==> config.mk <==
export PLATFORM = sky130hd
export DESIGN_NAME = iq_word_packer
export DESIGN_NICKNAME = d
export VERILOG_FILES = /design/src/rtl/sdr_pkg.sv /design/src/rtl/sat_counter.sv /design/src/rtl/iq_word_packer.sv
export SDC_FILE = /design/constraint.sdc
export NUM_CORES = 1
export LEC_CHECK = 0
export CORE_UTILIZATION = 45
export DETAILED_ROUTE_END_ITERATION = 7
export PLACE_DENSITY = 0.74
export RECOVER_POWER = 100
export SYNTH_ARGS = -nofsm -noshare
export SYNTH_HDL_FRONTEND = slang
export SYNTH_SLANG_ARGS = --single-unit
==> constraint.sdc <==
create_clock -name clk -period 4.3 [get_ports clk]
set_clock_uncertainty 0.1 [all_clocks]
set_input_delay 1.075 -clock clk [delete_from_list [all_inputs] [get_ports clk]]
set_output_delay 1.075 -clock clk [all_outputs]
set_load 0.005 [all_outputs]
==> src/rtl/sdr_pkg.sv <==
// Shared SDR stream definitions: sample/word widths, frame sync marker and
// IQ packing helpers used by the word packer.
package sdr_pkg;

  localparam logic [15:0] SDR_HDR_SYNC  = 16'hA5C3;
  localparam int          SDR_IQ_W      = 8;
  localparam int          FT_DATA_WIDTH = 32;
  localparam int          SDR_WORD_W    = FT_DATA_WIDTH;

  typedef enum logic {
    ST_EMPTY = 1'b0,
    ST_HALF  = 1'b1
  } pack_state_e;

  // Earlier pair occupies the low half so byte 0 is always the first I sample.
  function automatic logic [SDR_WORD_W-1:0] pack_word(
    input logic [SDR_IQ_W-1:0] i0,
    input logic [SDR_IQ_W-1:0] q0,
    input logic [SDR_IQ_W-1:0] i1,
    input logic [SDR_IQ_W-1:0] q1
  );
    return {q1, i1, q0, i0};
  endfunction

  function automatic logic [SDR_WORD_W-1:0] hdr_word(input logic [15:0] seq);
    return {SDR_HDR_SYNC, seq};
  endfunction

endpackage

==> src/rtl/sat_counter.sv <==
// Saturating up-counter with synchronous clear; clear takes priority over
// increment and the count sticks at all-ones.
module sat_counter #(
  parameter int W = 16
) (
  input  logic         clk,
  input  logic         reset_n,
  input  logic         inc,
  input  logic         clr,
  output logic [W-1:0] value
);

  localparam logic [W-1:0] MAX = {W{1'b1}};

  logic [W-1:0] r_value;

  // Count register: clear wins, otherwise step until saturated.
  always_ff @(posedge clk or negedge reset_n) begin
    if (!reset_n) begin
      r_value <= {W{1'b0}};
    end else if (clr) begin
      r_value <= {W{1'b0}};
    end else if (inc && (r_value != MAX)) begin
      r_value <= r_value + {{(W-1){1'b0}}, 1'b1};
    end else begin
      r_value <= r_value;
    end
  end

  assign value = r_value;

endmodule

==> src/rtl/iq_word_packer.sv <==
// Packs pairs of 8-bit IQ samples into 32-bit FIFO words, dropping and counting
// words that meet a full FIFO. Define IQ_PACK_HDR_EN to insert frame headers.
module iq_word_packer
  import sdr_pkg::*;
#(
  parameter int FRAME_WORDS = 1024,
  parameter int OVF_W       = 16
) (
  input  logic                  clk,
  input  logic                  reset_n,
  input  logic                  en,
  input  logic                  in_valid,
  input  logic [SDR_IQ_W-1:0]   in_i,
  input  logic [SDR_IQ_W-1:0]   in_q,
  input  logic                  fifo_full,
  output logic                  fifo_wrreq,
  output logic [SDR_WORD_W-1:0] fifo_wdata,
  output logic                  wr_incomming,
  input  logic                  ovf_clr,
  output logic                  ovf_sticky,
  output logic [OVF_W-1:0]      ovf_count
);

  if ((FRAME_WORDS < 2) || (FRAME_WORDS > 65535)) begin : g_frame_words_range
    $error("iq_word_packer: FRAME_WORDS must be within 2..65535");
  end

  pack_state_e           r_state;
  pack_state_e           w_state_nxt;
  logic [SDR_IQ_W-1:0]   r_i0;
  logic [SDR_IQ_W-1:0]   r_q0;
  logic                  r_wrreq;
  logic [SDR_WORD_W-1:0] r_wdata;
  logic                  r_wr_inc;
  logic                  r_sticky;

  logic                  w_pair0;
  logic                  w_complete;
  logic                  w_data_wr;
  logic                  w_data_drop;
  logic                  w_hdr_wr;
  logic                  w_hdr_drop;
  logic [SDR_WORD_W-1:0] w_hdr_word;
  logic                  w_drop;
  logic                  w_wrreq_nxt;
  logic [SDR_WORD_W-1:0] w_wdata_nxt;
  logic                  w_wr_inc_nxt;
  logic                  w_sticky_nxt;

  assign w_pair0     = en & in_valid & (r_state == ST_EMPTY);
  assign w_complete  = en & in_valid & (r_state == ST_HALF);
  assign w_data_wr   = w_complete & ~fifo_full;
  assign w_data_drop = w_complete & fifo_full;
  assign w_drop      = w_data_drop | w_hdr_drop;

`ifdef IQ_PACK_HDR_EN
  localparam logic [15:0] LAST_WORD = 16'(FRAME_WORDS - 1);

  logic [15:0] r_word_cnt;
  logic [15:0] r_seq;
  logic        w_hdr_attempt;

  // A frame starts whenever the data-word counter is back at zero.
  assign w_hdr_attempt = w_pair0 & (r_word_cnt == 16'd0);
  assign w_hdr_wr      = w_hdr_attempt & ~fifo_full;
  assign w_hdr_drop    = w_hdr_attempt & fifo_full;
  assign w_hdr_word    = hdr_word(r_seq);

  // Frame position and header sequence; disabling restarts the frame.
  always_ff @(posedge clk or negedge reset_n) begin
    if (!reset_n) begin
      r_word_cnt <= 16'd0;
      r_seq      <= 16'd0;
    end else begin
      if (!en) begin
        r_word_cnt <= 16'd0;
      end else if (w_complete) begin
        r_word_cnt <= (r_word_cnt == LAST_WORD) ? 16'd0 : r_word_cnt + 16'd1;
      end else begin
        r_word_cnt <= r_word_cnt;
      end
      r_seq <= w_hdr_attempt ? r_seq + 16'd1 : r_seq;
    end
  end
`else
  assign w_hdr_wr   = 1'b0;
  assign w_hdr_drop = 1'b0;
  assign w_hdr_word = {SDR_WORD_W{1'b0}};
`endif

  // State register.
  always_ff @(posedge clk or negedge reset_n) begin
    if (!reset_n) begin
      r_state <= ST_EMPTY;
    end else begin
      r_state <= w_state_nxt;
    end
  end

  // Next state: each accepted pair toggles word alignment, disable realigns.
  always_comb begin
    w_state_nxt = r_state;
    if (!en) begin
      w_state_nxt = ST_EMPTY;
    end else if (in_valid) begin
      case (r_state)
        ST_EMPTY: w_state_nxt = ST_HALF;
        ST_HALF:  w_state_nxt = ST_EMPTY;
        default:  w_state_nxt = ST_EMPTY;
      endcase
    end else begin
      w_state_nxt = r_state;
    end
  end

  // Next output values for the registered FIFO side and overflow status.
  always_comb begin
    w_wrreq_nxt = w_data_wr | w_hdr_wr;
    if (w_data_wr) begin
      w_wdata_nxt = pack_word(r_i0, r_q0, in_i, in_q);
    end else if (w_hdr_wr) begin
      w_wdata_nxt = w_hdr_word;
    end else begin
      w_wdata_nxt = r_wdata;
    end
    w_wr_inc_nxt = (w_state_nxt == ST_HALF) | w_wrreq_nxt;
    if (ovf_clr) begin
      w_sticky_nxt = 1'b0;
    end else if (w_drop) begin
      w_sticky_nxt = 1'b1;
    end else begin
      w_sticky_nxt = r_sticky;
    end
  end

  // Output registers and the held first pair.
  always_ff @(posedge clk or negedge reset_n) begin
    if (!reset_n) begin
      r_i0     <= {SDR_IQ_W{1'b0}};
      r_q0     <= {SDR_IQ_W{1'b0}};
      r_wrreq  <= 1'b0;
      r_wdata  <= {SDR_WORD_W{1'b0}};
      r_wr_inc <= 1'b0;
      r_sticky <= 1'b0;
    end else begin
      r_i0     <= w_pair0 ? in_i : r_i0;
      r_q0     <= w_pair0 ? in_q : r_q0;
      r_wrreq  <= w_wrreq_nxt;
      r_wdata  <= w_wdata_nxt;
      r_wr_inc <= w_wr_inc_nxt;
      r_sticky <= w_sticky_nxt;
    end
  end

  sat_counter #(
    .W (OVF_W)
  ) u_ovf_cnt (
    .clk     (clk),
    .reset_n (reset_n),
    .inc     (w_drop),
    .clr     (ovf_clr),
    .value   (ovf_count)
  );

  assign fifo_wrreq   = r_wrreq;
  assign fifo_wdata   = r_wdata;
  assign wr_incomming = r_wr_inc;
  assign ovf_sticky   = r_sticky;

endmodule

==> out/qor.txt, run 1 <==
# resized after CTS: 0
Pins Over Slew Limit: 104
max cap viols: 2
commonest non-fill, non-tap cell in the layout: nand2_1
Worst setup EP type: flop
worst r2r path cells: 6
final hold vios: 0
largest net degree at the start of global routing: 69
Antenna Cells: 0
GRT Util Overall: 0.201
via count: 2217
final core occ: 0.629
Clock Pin Slew Worst Setup and Hold Paths: 0.07 ns
Clk Latency, worst-skew pair: 0.34 ns
Reg2Reg Setup Slack: 1.29 ns
fraction of power consumed by sequential logic: 0.517
Critical Path AT: 3.53 ns
syn avg cell area: 10.2 um2
layout cell share with drive strength beyond 1: 0.103
clk root buf: clkbuf_8
r2r startpoint: u_ovf_cnt.value[0]
number of buffers inserted by port buffering: 72
global-route wire length before repair: 9.82 mm
wire length per cell: 13.8 um
achievable frequency: 298 MHz
number of global-route vias before repair: 2156
Design Area, Final: 3770 um2
Hold-fix buffers, CTS: 0
CP Cell Sequence: dlygate4sd3_1, nand4b_1, buf_4, clkinv_1, clkbuf_1, nand2_1, nand2_1
Row Count: 28
Post-Syn Area: 2820 um2
RSZ-0062 raised after global routing: false
Detail Route Antenna Nets: 0
worst endpoint required time: 4.47 ns
NetSw: 429 uW
syn_nets: 301
Synth-to-Final Area Change: 33.4%
CP Class: in2reg
core area: 5990 um2
Slew HR: -0.0916
minimum clock period: 3.35 ns
Worst Setup SP: in_valid
crit start category: primary input
worst vdd ir: 0.000344 V
die area: 6600 um2
Post-Route Setup TNS: 0 ns
Sink Count: 68
Int Pwr: 1170 uW
clock network power share: 0.279
Pleak: 0.00181 uW
Final Setup Violations: 0
CP max FO: 34
Yosys cell types: 28
most frequent CP cell: nand2_1
Sw Share: 0.269
Hold Crit Class: reg2reg
CP Capture Point: fifo_wdata[0]
Ports: 73
Synthesis Warnings: 0
slew at the pin closest to its max-slew limit: 1.64 ns
Nets: 377
slowest stage delay, CP: 1.10 ns
RR Endpoint: u_ovf_cnt.value[11]
status: complete, but fails checks
initial antenna violation count: 0
postcts setup bufs: 0
Syn Inst Count: 278
Die Ht: 81.2 um
DRT Wirelength: 5.98 mm
TritonCTS clock tree: done
# DRC: 0
area share of the largest cell type after synthesis: 0.603
Gate power share: 0.205
Synth area leaders: dfrtp_1 60%, nand2_1 14%, mux2_2 7.6%, a21oi_1 2.3%, o31ai_1 1.9%
total iterations of the first detailed-routing run: 4
placed cell area: 3630 um2
post-synthesis sequential area ratio: 0.603
CTS Buf Count: 9
final worst-path cycle share: 0.780
Pwr Density: 424 nW/um2
1st-iter DRT viols: 61
post-DP HPWL: 4.03 mm
Initial Util: 0.471
slowest CP cell: clkbuf_1
H-tree depth: 3
routability cong.: 0.750
die width: 81.2 um
clk buf depth: 2
Yosys reg bits: 68
Yosys top cell by area: dfrtp_1
most frequent cells in the layout: 105 x nand2_1, 68 x dfrtp_1, 53 x dlygate4sd3_1, 18 x mux2_2, 18 x clkdlybuf4s50_1
failing checks: capacitance limit, slew limit
total congestion overflow: 0
Vias/cell: 5.12
-- power groups by stage --
| stage | logic, uW | registers, uW | clock network [uW] |
|---|---|---|---|
| after detailed placement | 371 | 840 | 0 |
| after global placement | 362 | 837 | 0 |
| final | 327 | 824 | 445 |
| after floorplan | 110 | 843 | 0 |
| after CTS | 372 | 831 | 457 |
| after global routing | 367 | 842 | 486 |
-- per-stage QoR --
step	hold WS (ns)	total power, uW	cells	setup slack, ns
6_report	0.365	1600	433	0.948
3_3_place_gp	0.343	1200	418	1.02
2_1_floorplan	0.333	953	278	1.70
3_5_place_dp	0.351	1210	418	1.01
5_1_grt	0.386	1700	433	0.725
4_1_cts	0.362	1660	433	1.34
-- per-layer routing --
| metal | track usage | vias up | part of all wire |
|---|---|---|---|
| met3 | 0.0607 | 8 | 0.058 |
| li1 | - | 1088 | - |
| met4 | 0.0946 | 0 | 0.015 |
| met2 | 0.334 | 53 | 0.49 |
| met1 | 0.238 | 1068 | 0.44 |
| met5 | 0 | - | 0 |
-- critical path: cells and delay by family --
family,cells,cell delay (ns)
buffers and inverters,4,2.05
AND/OR/NAND/NOR,3,0.40
-- logic make-up after synthesis --
logic type	after synthesis	synth area share
XOR/XNOR	1	0.00310
AND/OR/NAND/NOR	151	0.245
flip-flops	68	0.603
adder cells (fa/ha/maj)	1	0.00443
buffers and inverters	12	0.0168
AO/OA/AOI/OAI	26	0.0523
multiplexers	19	0.0758
-- how the worst min path moves through the flow --
| stage | startpoint | to | cells after the start |
|---|---|---|---|
| 6_report | r_q0[3] | fifo_wdata[11] | 2 |
| 5_1_grt | r_i0[5] | fifo_wdata[5] | 2 |
| 4_1_cts | r_i0[1] | fifo_wdata[1] | 2 |
| 3_5_place_dp | r_q0[3] | fifo_wdata[11] | 2 |
| 3_3_place_gp | r_i0[5] | fifo_wdata[5] | 2 |
| 2_1_floorplan | r_i0[0] | fifo_wdata[0] | 2 |
-- Yosys cell counts --
library cell	instances
nor3_1	2
o31ai_1	7
nor2b_1	3
nand4b_1	1
clkinv_1	1
nand3b_1	2
a21oi_1	13
and2_1	2
dfrtp_1	68
buf_2	2
ha_1	1
xor2_1	1
nor4_1	2
nand4_1	5
and3_1	2
nand2_1	105
and4_1	2
buf_1	1
nor2_1	6
mux2_2	19
or4_1	7
clkbuf_1	8
or2_2	1
o21ai_0	6
or4_4	1
or3_1	7
nand3_1	2
nand4_2	1
-- area by class of cell --
cell class	instances	area, um2
inverter	1	3.75
clock buffer	9	124
fill	496	2220
multi-input combinational	198	1060
sequential	68	1700
clock inverter	6	42.5
tap	75	93.8
timing repair buffer	76	736
-- state kept, by name, summed over array words and instances (netlist names) --
register / cells
fifo_wrreq: 1
ovf_sticky: 1
r_state: 1
wr_incomming: 1
r_q0: 8
r_i0: 8
fifo_wdata: 32
u_ovf_cnt.value: 16
No activity file was read; power rests on OpenSTA's default activity.
==> inputs of run 2 (changes only) <==
==> constraint.sdc (replaced) <==
create_clock -name clk -period 3.4 [get_ports clk]
set_clock_uncertainty 0.1 [all_clocks]
set_input_delay 0.85 -clock clk [delete_from_list [all_inputs] [get_ports clk]]
set_output_delay 0.85 -clock clk [all_outputs]
set_load 0.005 [all_outputs]
==> run 2 against run 1 <==
The flow still finishes with violations (capacitance limit, slew limit). First-iteration DRC count increased by 41%. Sequential share of layout area decreased by 1.1 points. Hold slack improved by 0.0050 ns. Non-clock buffer count increased by 2. Setup slack got worse by 0.51 ns. Utilization increased by 1.6 points. Total power increased by 43%. Die area unchanged. Critical path depth decreased by 2.
==> out/qor.txt, run 2 (same netlist as run 1, synthesis figures left out) <==
Nets: 379
wire length per cell: 14.0 um
largest net degree at the start of global routing: 69
number of global-route vias before repair: 2298
placed cell area: 3650 um2
Pins Over Slew Limit: 69
CP Class: in2reg
slew at the pin closest to its max-slew limit: 1.64 ns
postcts setup bufs: 0
clk root buf: clkbuf_8
H-tree depth: 3
Critical Path AT: 3.08 ns
Final Setup Violations: 0
crit start category: primary input
Pwr Density: 589 nW/um2
final worst-path cycle share: 0.871
worst endpoint required time: 3.52 ns
layout cell share with drive strength beyond 1: 0.111
Post-Route Setup TNS: 0 ns
die area: 6600 um2
via count: 2255
commonest non-fill, non-tap cell in the layout: nand2_1
TritonCTS clock tree: done
Row Count: 28
most frequent cells in the layout: 105 x nand2_1, 68 x dfrtp_1, 53 x dlygate4sd3_1, 18 x mux2_2, 18 x clkdlybuf4s50_1
Die Ht: 81.2 um
status: complete, but fails checks
total congestion overflow: 0
Sink Count: 68
number of buffers inserted by port buffering: 72
die width: 81.2 um
core area: 5990 um2
CTS Buf Count: 9
Largest register FFs: 32
Synth-to-Final Area Change: 36.7%
DRT Wirelength: 6.12 mm
minimum clock period: 2.96 ns
clk buf depth: 2
Clk Latency, worst-skew pair: 0.34 ns
Vias/cell: 5.17
post-DP HPWL: 4.07 mm
Detail Route Antenna Nets: 0
Slew HR: -0.0915
# resized after CTS: 0
RSZ-0062 raised after global routing: false
Design Area, Final: 3860 um2
Worst setup EP type: flop
Initial Util: 0.471
1st-iter DRT viols: 86
Clock Pin Slew Worst Setup and Hold Paths: 0.08 ns
max cap viols: 1
routability cong.: 0.777
global-route wire length before repair: 10.4 mm
total iterations of the first detailed-routing run: 4
GRT Util Overall: 0.207
Filler Cells Inserted: 482
achievable frequency: 338 MHz
worst vdd ir: 0.000381 V
failing checks: capacitance limit, slew limit
CP max FO: 8
Hold-fix buffers, CTS: 0
Hold Crit Class: reg2reg
initial antenna violation count: 0
Tot Pwr: 2280 uW
Ports: 73
final hold vios: 0
Pleak: 0.00186 uW
# DRC: 0
Antenna Cells: 0
==> run 2: power by group <==
part / internal (uW) / switching (uW)
clock: 492 / 321
combinational: 250 / 166
sequential: 966 / 79.8
==> run 2: metrics by stage <==
| stage | hold WS (ns) | util | worst slack [ns] | instances |
|---|---|---|---|---|
| 2_1_floorplan | 0.333 | - | 1.02 | 278 |
| 3_3_place_gp | 0.342 | 0.610 | 0.353 | 420 |
| 3_5_place_dp | 0.352 | 0.610 | 0.303 | 420 |
| 4_1_cts | 0.372 | 0.651 | 0.654 | 436 |
| 5_1_grt | 0.388 | 0.644 | 0.313 | 436 |
| 6_report | 0.370 | 0.644 | 0.440 | 436 |
==> run 2: final timing paths <==
check / start / endpoint / slack (ns) / cells past startpoint
worst max-delay path: in_valid / u_ovf_cnt.value[11] / 0.44 / 5
worst min-delay path: r_q0[4] / fifo_wdata[12] / 0.37 / 2
worst max register to register: u_ovf_cnt.value[0] / u_ovf_cnt.value[14] / 0.66 / 6
worst min register to register: r_q0[4] / fifo_wdata[12] / 0.37 / 2
max in group asynchronous: reset_n / r_q0[3] / 1.31 / 2
min in group asynchronous: reset_n / u_ovf_cnt.value[14] / 0.91 / 2
==> run 2: layout make-up <==
type                       count  area (um2)  area share
clock inverter                 7         121      0.0314
multi-input combinational    198        1060       0.276
clock buffer                   9         124      0.0321
tap                           75        93.8      0.0243
inverter                       1        3.75    0.000972
timing repair buffer          78         751       0.194
sequential                    68        1700       0.441
==> run 2: worst max-delay path, stage by stage <==
cell	delay, ns
dlygate4sd3_1	0.62
nand4_1	0.29
or4_1	0.65
nor4_1	0.32
mux2_1	0.35
==> run 2: layer usage <==
metal  up-vias  global-route usage  share of wire  wire, um
met3         6              0.0562          0.057       349
met5         -                   0              0         0
met2        54               0.345           0.50      3050
met4         0              0.0821         0.0078        48
met1      1088               0.253           0.44      2680
li1       1107                   -              -         -
==> inputs of run 3 (changes only) <==
--- a/config.mk
+++ b/config.mk
@@ -6,6 +6,7 @@
 export NUM_CORES = 1
 export LEC_CHECK = 0
 export CORE_UTILIZATION = 45
+export CTS_CLUSTER_SIZE = 20
 export DETAILED_ROUTE_END_ITERATION = 7
 export PLACE_DENSITY = 0.74
 export RECOVER_POWER = 100
==> results of run 3 <==
The final DEF is identical to that of run 2; final timing and power are the same.
